$ cat config.mk
export PLATFORM = sky130hd
export DESIGN_NAME = alarm_multi_ch_flat
export DESIGN_NICKNAME = d
export VERILOG_FILES = /design/src/rtl/alarm_multi_ch_if.sv /design/src/rtl/alarm_multi_ch.sv /design/src/flat_wrapper.sv
export SDC_FILE = /design/constraint.sdc
export NUM_CORES = 1
export LEC_CHECK = 0
export ABC_AREA = 0
export CAP_MARGIN = 20
export CORE_ASPECT_RATIO = 1.5
export CORE_MARGIN = 2
export CORE_UTILIZATION = 46
export DETAILED_ROUTE_END_ITERATION = 8
export GPL_TIMING_DRIVEN = 0
export HOLD_SLACK_MARGIN = 0.03
export PLACE_DENSITY = 0.81
export SLEW_MARGIN = 20
export SYNTH_ARGS = -nofsm -noshare
export SYNTH_HDL_FRONTEND = slang
export SYNTH_SLANG_ARGS = --single-unit
$ cat constraint.sdc
create_clock -name sec_clk -period 2.46 [get_ports sec_clk]
set_input_delay 0.369 -clock sec_clk [delete_from_list [all_inputs] [get_ports sec_clk]]
set_output_delay 0.369 -clock sec_clk [all_outputs]
set_load 0.01 [all_outputs]
$ cat src/rtl/alarm_multi_ch_if.sv
// Signal bundle between the alarm engine and its clock/UI logic.
// There is no valid/ready handshake: every input is a level sampled on each sec_clk rising edge.
interface alarm_multi_ch_if #(
  parameter int N_CH  = 4,
  parameter int SEC_W = 17
);
  logic [SEC_W-1:0]        cur_sec;
  logic [N_CH*SEC_W-1:0]   tar_sec;
  logic [2*N_CH-1:0]       len_s;
  logic [N_CH-1:0]         enable;
  logic                    off;
  logic                    snooze;
  logic [N_CH-1:0]         alarming;
  logic                    any_alarming;
  logic [$clog2(N_CH)-1:0] active_ch;

  modport master (
    output cur_sec, tar_sec, len_s, enable, off, snooze,
    input  alarming, any_alarming, active_ch
  );

  modport slave (
    input  cur_sec, tar_sec, len_s, enable, off, snooze,
    output alarming, any_alarming, active_ch
  );
endinterface

$ cat src/rtl/alarm_multi_ch.sv
// N-channel alarm engine on the 1 Hz second clock, with shared off/snooze buttons.
// Define ALARM_SNOOZE_EN to build the snooze state (SNZ) and snooze counters.
module alarm_multi_ch #(
  parameter int N_CH       = 4,
  parameter int SEC_W      = 17,
  parameter int DAY_SEC    = 86400,
  parameter int LEN_UNIT   = 15,
  parameter int SNOOZE_SEC = 300,
  parameter int MAX_SNOOZE = 3
) (
  input  logic              sec_clk,
  input  logic              rst_n,
  alarm_multi_ch_if.slave   bus,
  output logic [2*N_CH-1:0] state_dbg
);
  localparam int CH_W = $clog2(N_CH);
  localparam int RC_W = $clog2(4*LEN_UNIT+1);
  localparam logic [SEC_W-1:0] DAY_LIM = SEC_W'(DAY_SEC);
`ifdef ALARM_SNOOZE_EN
  localparam int WT_W = $clog2(SNOOZE_SEC+1);
  localparam int SC_W = $clog2(MAX_SNOOZE+1);
  localparam logic [WT_W-1:0] WAIT_LOAD = WT_W'(SNOOZE_SEC);
  localparam logic [SC_W-1:0] SNZ_MAX   = SC_W'(MAX_SNOOZE);
`endif

  typedef enum logic [1:0] {
    S_IDLE = 2'd0,
    S_RING = 2'd1,
`ifdef ALARM_SNOOZE_EN
    S_SNZ  = 2'd3,
`endif
    S_DONE = 2'd2
  } st_t;

  st_t             state    [N_CH];
  st_t             state_nx [N_CH];
  logic [RC_W-1:0] ring_cnt [N_CH];
  logic [RC_W-1:0] ring_nx  [N_CH];
`ifdef ALARM_SNOOZE_EN
  logic [WT_W-1:0] wait_cnt [N_CH];
  logic [WT_W-1:0] wait_nx  [N_CH];
  logic [SC_W-1:0] snz_cnt  [N_CH];
  logic [SC_W-1:0] snz_nx   [N_CH];
`endif

  logic [N_CH-1:0] alarm_q, alarm_nx;
  logic            any_q, any_nx;
  logic [CH_W-1:0] active_q, active_nx;

  // Ring window holds len+1 edges: loaded with len, expires on the edge it reads 0.
  function automatic logic [RC_W-1:0] ring_len(input logic [1:0] code);
    return RC_W'((int'(code) + 1) * LEN_UNIT);
  endfunction

  always_ff @(posedge sec_clk or negedge rst_n) begin
    if (!rst_n) begin
      for (int i = 0; i < N_CH; i++) begin
        state[i]    <= S_IDLE;
        ring_cnt[i] <= '0;
`ifdef ALARM_SNOOZE_EN
        wait_cnt[i] <= '0;
        snz_cnt[i]  <= '0;
`endif
      end
      alarm_q  <= '0;
      any_q    <= 1'b0;
      active_q <= '0;
    end else begin
      for (int i = 0; i < N_CH; i++) begin
        state[i]    <= state_nx[i];
        ring_cnt[i] <= ring_nx[i];
`ifdef ALARM_SNOOZE_EN
        wait_cnt[i] <= wait_nx[i];
        snz_cnt[i]  <= snz_nx[i];
`endif
      end
      alarm_q  <= alarm_nx;
      any_q    <= any_nx;
      active_q <= active_nx;
    end
  end

  always_comb begin
    for (int i = 0; i < N_CH; i++) begin
      state_nx[i] = state[i];
      ring_nx[i]  = ring_cnt[i];
`ifdef ALARM_SNOOZE_EN
      wait_nx[i]  = wait_cnt[i];
      snz_nx[i]   = snz_cnt[i];
`endif
      if (!bus.enable[i]) begin
        state_nx[i] = S_IDLE;
      end else begin
        case (state[i])
          S_IDLE: begin
            if (bus.cur_sec == bus.tar_sec[i*SEC_W +: SEC_W] &&
                bus.tar_sec[i*SEC_W +: SEC_W] < DAY_LIM) begin
              state_nx[i] = S_RING;
              ring_nx[i]  = ring_len(bus.len_s[2*i +: 2]);
`ifdef ALARM_SNOOZE_EN
              snz_nx[i]   = '0;
`endif
            end
          end
          S_RING: begin
            // off wins over snooze; expiry wins over snooze
            if (bus.off || ring_cnt[i] == '0) begin
              state_nx[i] = S_DONE;
`ifdef ALARM_SNOOZE_EN
            end else if (bus.snooze && snz_cnt[i] < SNZ_MAX) begin
              state_nx[i] = S_SNZ;
              wait_nx[i]  = WAIT_LOAD;
              snz_nx[i]   = snz_cnt[i] + SC_W'(1);
`endif
            end else begin
              ring_nx[i] = ring_cnt[i] - RC_W'(1);
            end
          end
`ifdef ALARM_SNOOZE_EN
          S_SNZ: begin
            if (bus.off) begin
              state_nx[i] = S_DONE;
            end else if (wait_cnt[i] == '0) begin
              state_nx[i] = S_RING;
              ring_nx[i]  = ring_len(bus.len_s[2*i +: 2]);
            end else begin
              wait_nx[i] = wait_cnt[i] - WT_W'(1);
            end
          end
`endif
          S_DONE: begin
            if (bus.cur_sec != bus.tar_sec[i*SEC_W +: SEC_W]) state_nx[i] = S_IDLE;
          end
          default: state_nx[i] = S_IDLE;
        endcase
      end
    end
  end

  always_comb begin
    alarm_nx  = '0;
    active_nx = '0;
    for (int i = 0; i < N_CH; i++) alarm_nx[i] = (state_nx[i] == S_RING);
    for (int i = N_CH - 1; i >= 0; i--) begin
      if (alarm_nx[i]) active_nx = CH_W'(i);
    end
    any_nx = |alarm_nx;
  end

  always_comb begin
    state_dbg = '0;
    for (int i = 0; i < N_CH; i++) state_dbg[2*i +: 2] = state[i];
  end

  assign bus.alarming     = alarm_q;
  assign bus.any_alarming = any_q;
  assign bus.active_ch    = active_q;
endmodule

$ cat src/flat_wrapper.sv
// flat-port wrapper written by rule: the top's interface ports become plain ports
module alarm_multi_ch_flat 
#(
  parameter int N_CH       = 4,
  parameter int SEC_W      = 17,
  parameter int DAY_SEC    = 86400,
  parameter int LEN_UNIT   = 15,
  parameter int SNOOZE_SEC = 300,
  parameter int MAX_SNOOZE = 3
)
  (sec_clk, rst_n, state_dbg, bus_cur_sec, bus_tar_sec, bus_len_s, bus_enable, bus_off, bus_snooze, bus_alarming, bus_any_alarming, bus_active_ch);
  alarm_multi_ch_if #(.N_CH(N_CH), .SEC_W(SEC_W)) bus_i ();
  input  logic sec_clk;
  input  logic rst_n;
  output logic [2*N_CH-1:0] state_dbg;
  input wire logic [$bits(bus_i.cur_sec)-1:0] bus_cur_sec;
  input wire logic [$bits(bus_i.tar_sec)-1:0] bus_tar_sec;
  input wire logic [$bits(bus_i.len_s)-1:0] bus_len_s;
  input wire logic [$bits(bus_i.enable)-1:0] bus_enable;
  input wire logic [$bits(bus_i.off)-1:0] bus_off;
  input wire logic [$bits(bus_i.snooze)-1:0] bus_snooze;
  output wire logic [$bits(bus_i.alarming)-1:0] bus_alarming;
  output wire logic [$bits(bus_i.any_alarming)-1:0] bus_any_alarming;
  output wire logic [$bits(bus_i.active_ch)-1:0] bus_active_ch;
  assign bus_i.cur_sec = bus_cur_sec;
  assign bus_i.tar_sec = bus_tar_sec;
  assign bus_i.len_s = bus_len_s;
  assign bus_i.enable = bus_enable;
  assign bus_i.off = bus_off;
  assign bus_i.snooze = bus_snooze;
  assign bus_alarming = bus_i.alarming;
  assign bus_any_alarming = bus_i.any_alarming;
  assign bus_active_ch = bus_i.active_ch;
  alarm_multi_ch #(.N_CH(N_CH), .SEC_W(SEC_W), .DAY_SEC(DAY_SEC), .LEN_UNIT(LEN_UNIT), .SNOOZE_SEC(SNOOZE_SEC), .MAX_SNOOZE(MAX_SNOOZE)) u_core (.sec_clk(sec_clk), .rst_n(rst_n), .bus(bus_i), .state_dbg(state_dbg));
endmodule
; ---- Yosys cells after proc, flatten, opt, wreduce, memory -nomap -nowiden
; Cells that the tools add are included.
[totals]
ff_bits = 39
input_bits = 101
output_inout_bits = 15
word_cells = 116
[classes]
n_addsub = 8
n_mul = 4
magnitude_cmp = 4
eq_ne = 28
mux = 36
reduce_logical = 25
[op_table]
columns = operator, n
row1 = $mul A32 B5 Y6 const B, 4
row2 = $eq A17 B17 Y1, 4
row3 = $lt A17 B17 Y1 const B, 4
row4 = $ne A17 B17 Y1, 4
row5 = $mux W6, 8
row6 = $pmux W6 S2, 4
row7 = $mux W2, 20
row8 = $logic_not A6 Y1, 4
row9 = $pmux W2 S3, 4
row10 = $sub A6 B1 Y6 const B, 4
row11 = $eq A2 B1 Y1 const B, 8
row12 = $reduce_and A4 Y1, 4
row13 = $add A2 B1 Y3 const B, 4
row14 = $eq A2 B2 Y1 const B, 4
row15 = $logic_not A2 Y1, 4
row16 = $ne A2 B1 Y1 const B, 4
row17 = $ne A2 B2 Y1 const B, 4
row18 = $reduce_bool A2 Y1, 4
row19 = $logic_and A1 B1 Y1, 4
row20 = $logic_or A1 B1 Y1, 4
row21 = $reduce_or A4 Y1, 1

; ---- Depth between registers and ports, before layout
[logic_depth]
ltp_word = 10
mapped_depth = 9
depth_no_buf = 8

; ---- Worst setup path before layout
; Ideal clock, no wire load.
[synth_timing]
kind = register -> register
start = register u_core.ring_cnt[12] in the netlist's numbering
end = register u_core.any_q (netlist: u_core.bus.any_alarming)
setup_ns = 0.138
t_arrival_ns = 1.927
required_time_ns = 2.322
path_slack_ns = 0.394
stages_incl_launch_ff = 9
path_buffers = 0
period_less_slack_ns = 2.066
cell_sequence = dfrtp_1 -> inv_1 -> ha_1 -> nor3b_1 -> a21oi_1 -> a22o_1 -> nand2_2 -> inv_2 -> or4_1
[synth_lines]
columns = item, line
row1 = from (decl), alarm_multi_ch.sv:37  ; logic [RC_W-1:0] ring_cnt [N_CH];
row2 = "from (signal, indexed assignment)", alarm_multi_ch.sv:71  ; ring_cnt[i] <= ring_nx[i];
row3 = to (signal assigned), alarm_multi_ch.sv:78  ; any_q <= any_nx;
row4 = to (decl), alarm_multi_ch.sv:47  ; logic any_q, any_nx;

; ---- Worst setup path after layout
[layout_timing]
start = input bus_cur_sec[11]
end = register u_core.ring_cnt[5] in the netlist's numbering
[layout_via]
elab_chain_len = 4
[layout_rtl]
columns = item, line
row1 = from (decl), flat_wrapper.sv:16  ; input wire logic [$bits(bus_i.cur_sec)-1:0] bus_cur_sec;
row2 = $eq A17 B17 Y1, alarm_multi_ch.sv:96  ; if (bus.cur_sec == bus.tar_sec[i*SEC_W +: SEC_W] &&
row3 = $logic_and A1 B1 Y1, alarm_multi_ch.sv:96
row4 = $ne A2 B1 Y1 (no source line), -
row5 = $reduce_and A4 Y1 (no source line), -
; Every way passes these cells.
; A chain may end at the register's enable or synchronous reset.

==> metrics.log <==
[metrics] class of the worst hold path: input pin to asynchronous set/reset pin
[metrics] Worst EP arrival: around 2.6 ns
[metrics] areal power density over the cells: approximately 320 nW/µm²
[metrics] total standard cell area after synthesis: between 3000 and 4000 µm²
[metrics] result of the run: finished clean
[metrics] final setup slack of the worst path: ~0.074 ns
[metrics] clock tree from TritonCTS: done
[metrics] deepest clock path buffer count: 2
[metrics] dpl hpwl: between 7 and 8 mm
[metrics] number of instances in the synthesized netlist: between 300 and 400
[metrics] worst slack after detailed placement: -0.547 ns
[metrics] Post-synth EDFFs: 0
[metrics] switching power share of the total: 28.3%
[metrics] Detail Route Antenna Nets: 0
[metrics] IR Drop Worst-Case VDD: 0.241 mV
[metrics] fin crit share: between 90% and 100%
[metrics] number of distinct library cells after synthesis: 54
[metrics] internal cell power: roughly 1100 µW
[metrics] maximum net fanout on the critical path: 8
[metrics] CTS clk-pin slew, worst paths: approximately 0.080 ns
[metrics] per-cell via count in the routed design: ~5.8
[metrics] largest net degree at the start of global routing: 25
[metrics] setup violation total in the final timing report: 0
[metrics] row count: 37
[metrics] data required time at the worst endpoint: 2.66 ns
[metrics] number of port buffers: 114
[metrics] number of nets in the layout: slightly above 600
[metrics] portion of the post-synthesis area used by sequential elements: between 20% and 30%
[metrics] Global Route Usage Sum: about a quarter
[metrics] type of origin of the critical path: input pin
[metrics] clock tree root buffer cell: sky130_fd_sc_hd__clkbuf_8
[metrics] vias: ~3300
[metrics] flip-flop and latch area: roughly 1000 µm²
[metrics] initial core utilization: between 40 and 50%
[metrics] number of CTS-inserted buffers: 5
[metrics] time the final worst path needs with I/O delays and setup: roughly 2.4 ns
[metrics] Critical Path Sink Type: register
[metrics] fraction of registers with async set or reset after synthesis: 100%
[metrics] switching power summed over all nets: about 420 µW
[metrics] H-Tree Level Count: 2
[metrics] total number of yosys warnings: 0
[metrics] standard cell core area: around 6900 µm²
[metrics] wire per inst: around 17 µm
[metrics] Die Outline Area: 7810 µm²
[metrics] post-synthesis to final-layout area growth: 43.1%
[metrics] post-synthesis average cell area: approximately 8.8 µm²
[metrics] number of antenna cells inserted: 0
[metrics] TNS Setup: 0 ns
[metrics] post-synthesis register bit count: 39
[metrics] final count of hold timing violations: 0
[metrics] Combinational Power Share: 28.1%
[metrics] RSZ-0062 raised after global routing: yes
[metrics] detailed-routing iteration count for the pre-antenna-repair pass: 4
[metrics] clock sink total: 39
[metrics] total count of max-transition violations in the final report: 0
[metrics] measured slew at the worst slew-check pin: roughly 0.7 ns
[metrics] clock insertion delay at the later pin of the skew report: 0.30 ns
[metrics] antenna violations before repair: 0
[metrics] post-synthesis net count: between 400 and 500
[metrics] relative slew slack: 52.2%
[metrics] total area of multi-input combinational cells: ~2200 µm²
[metrics] cell leakage power: between 0.0015 and 0.002 µW
[metrics] violation count after the first detailed-route iteration: between 200 and 250
[metrics] last weighted congestion value of the routability-driven placer: roughly 0.91
[metrics] end-of-flow core utilization: 68.3%
[metrics] number of maximum-capacitance constraint violations: 0
[metrics] Max Freq: about 420 MHz
[metrics] IO Pins: 116
[metrics] wire length of the first global-routing pass: about 15 mm
[metrics] chip width: roughly 73 µm
[metrics] vertical extent of the die: between 100 and 150 µm
[metrics] detailed-route DRC error count: 0
[metrics] Fin Clk Skew: roughly 0.0075 ns
[metrics] share of final-layout standard cells stronger than drive strength 1: under 10%
[metrics] final global-route overflow total: 0
[metrics] number of fill cells: approximately 570
[metrics] post-detailed-routing wire length: roughly 10 mm
[metrics] Seq pwr share: between 40% and 50%
[metrics] number of global-route vias before repair: about 3300
[metrics] kind of critical path: input pin to register
[metrics] top flip-flop cell by instance count after synthesis: sky130_fd_sc_hd__dfrtp_1
[metrics] share of total power in the clock network: 29.2%
[power by group through the flow]
stage	logic, µW	registers (µW)	clock network, µW
floorplan	155	654	0
global placement	404	654	0
detailed placement	416	654	0
CTS	420	641	444
global route	457	641	469
finish	422	641	439
[state kept, by name (all words and copies together), names as in the netlist]
name and count:
u_core.ring_cnt 24, u_core.state_dbg 8, u_core.bus.alarming 4, u_core.bus.active_ch 2, u_core.bus.any_alarming 1
[critical path, cell delays in order]
cell                              delay [ns]
sky130_fd_sc_hd__clkdlybuf4s50_1        0.69
sky130_fd_sc_hd__xnor2_1                0.17
sky130_fd_sc_hd__nand4_1                0.12
sky130_fd_sc_hd__or3_1                  0.41
sky130_fd_sc_hd__nor4_4                 0.26
sky130_fd_sc_hd__buf_4                  0.21
sky130_fd_sc_hd__o22ai_1                0.10
sky130_fd_sc_hd__a22o_1                 0.26
[path summary, 6_finish.rpt]
kind	start	end	slack [ns]	cells past startpoint
worst min register to register	u_core.ring_cnt[8]	u_core.ring_cnt[8]	0.52	1
worst max register to register	u_core.ring_cnt[12]	u_core.bus.any_alarming	0.18	8
min in group sec_clk	u_core.ring_cnt[8]	u_core.ring_cnt[8]	0.52	1
worst min-delay path	rst_n	u_core.bus.any_alarming	0.52	2
worst max-delay path	bus_cur_sec[11]	u_core.ring_cnt[5]	0.07	8
max in group asynchronous	rst_n	u_core.ring_cnt[23]	1.47	3
[per-layer routing]
metal  up-vias  track usage [%]  share of wire, %
met5         -                0                 0
met4         0             10.8               3.0
met3        21             4.70               5.9
met2       145             46.2                52
met1      1582             29.4                39
li1       1585                -                 -
[logic make-up after synthesis]
| logic type | count (synthesis) | synth area share (%) |
|---|---|---|
| AOI/OAI and AO/OA | 88 | 17.7 |
| xor gates and xnor gates | 76 | 20.4 |
| adders and majority gates | 20 | 7.66 |
| buffers and inverters | 28 | 3.56 |
| DFF | 39 | 29.9 |
| and+or+nand+nor | 121 | 20.9 |
[cells in the final DEF (no fill, tap or decap), drive strengths merged, types with 2 or more instances in the layout]
master and count:
dfrtp 39, clkbuf 9, a2111oi 3, buf 7, nor2b 8, nor4 15, nand2b 7, xnor2 31
a22o 4, o211ai 2, nand4 8, nor3b 3, nor3 10, dlymetal6s2s 2, inv 23, a31oi 5
o22ai 5, ha 20, or3 6, o31ai 3, o21bai 3, a21oi 24, nor2 13, nor4b 2
nand2 26, xor2 45, o21a 2, a2bb2oi 2, o21ai 26, clkdlybuf4s50 111, nand3 18
[final cells by class]
class | count | area share, %
Clock buffer | 6 | 1.55
Inverter | 23 | 1.85
Buffer | 5 | 0.642
Sequential cell | 39 | 20.9
Tap cell | 78 | 2.09
Multi-Input combinational cell | 305 | 47.2
Clock inverter | 2 | 0.267
Timing Repair Buffer | 119 | 25.5
[Yosys cell counts, types with 7 or more instances]
master | number | share of area [%]
sky130_fd_sc_hd__o21ai_1 | 9 | 1.4
sky130_fd_sc_hd__nor2_1 | 12 | 1.4
sky130_fd_sc_hd__xnor2_1 | 31 | 8.3
sky130_fd_sc_hd__nor3_1 | 7 | 1.1
sky130_fd_sc_hd__xor2_1 | 45 | 12
sky130_fd_sc_hd__nand3_1 | 18 | 2.8
sky130_fd_sc_hd__dfrtp_1 | 39 | 30
sky130_fd_sc_hd__ha_1 | 20 | 7.7
sky130_fd_sc_hd__a21oi_1 | 21 | 3.2
sky130_fd_sc_hd__o21ai_0 | 14 | 2.1
sky130_fd_sc_hd__nor2b_1 | 8 | 1.5
sky130_fd_sc_hd__nand4_1 | 8 | 1.5
sky130_fd_sc_hd__nand2b_1 | 7 | 1.3
sky130_fd_sc_hd__nand2_1 | 24 | 2.8
sky130_fd_sc_hd__inv_1 | 20 | 2.3
sky130_fd_sc_hd__nor4_1 | 14 | 2.7
[repair_timing]
item | CTS | global route
gates resized for setup | 1 | 8
hold buffers | 1 | 0
buffers inserted | 3 | 0
pin swaps | 1 | 1
endpoints found under the setup margin | 15 | 17
endpoints found under the hold margin | 15 | 0
[through the flow]
step	power (µW)	std cells	area [µm²]	hold WS, ns
3_3_place_gp	1060	564	4510	0.482
3_5_place_dp	1070	565	4520	0.324
4_1_cts	1500	577	4640	0.504
6_report	1500	577	4680	0.523
5_1_grt	1570	577	4680	0.551
2_1_floorplan	809	372	3270	0.0734
Power figures use the tool's default switching activity.
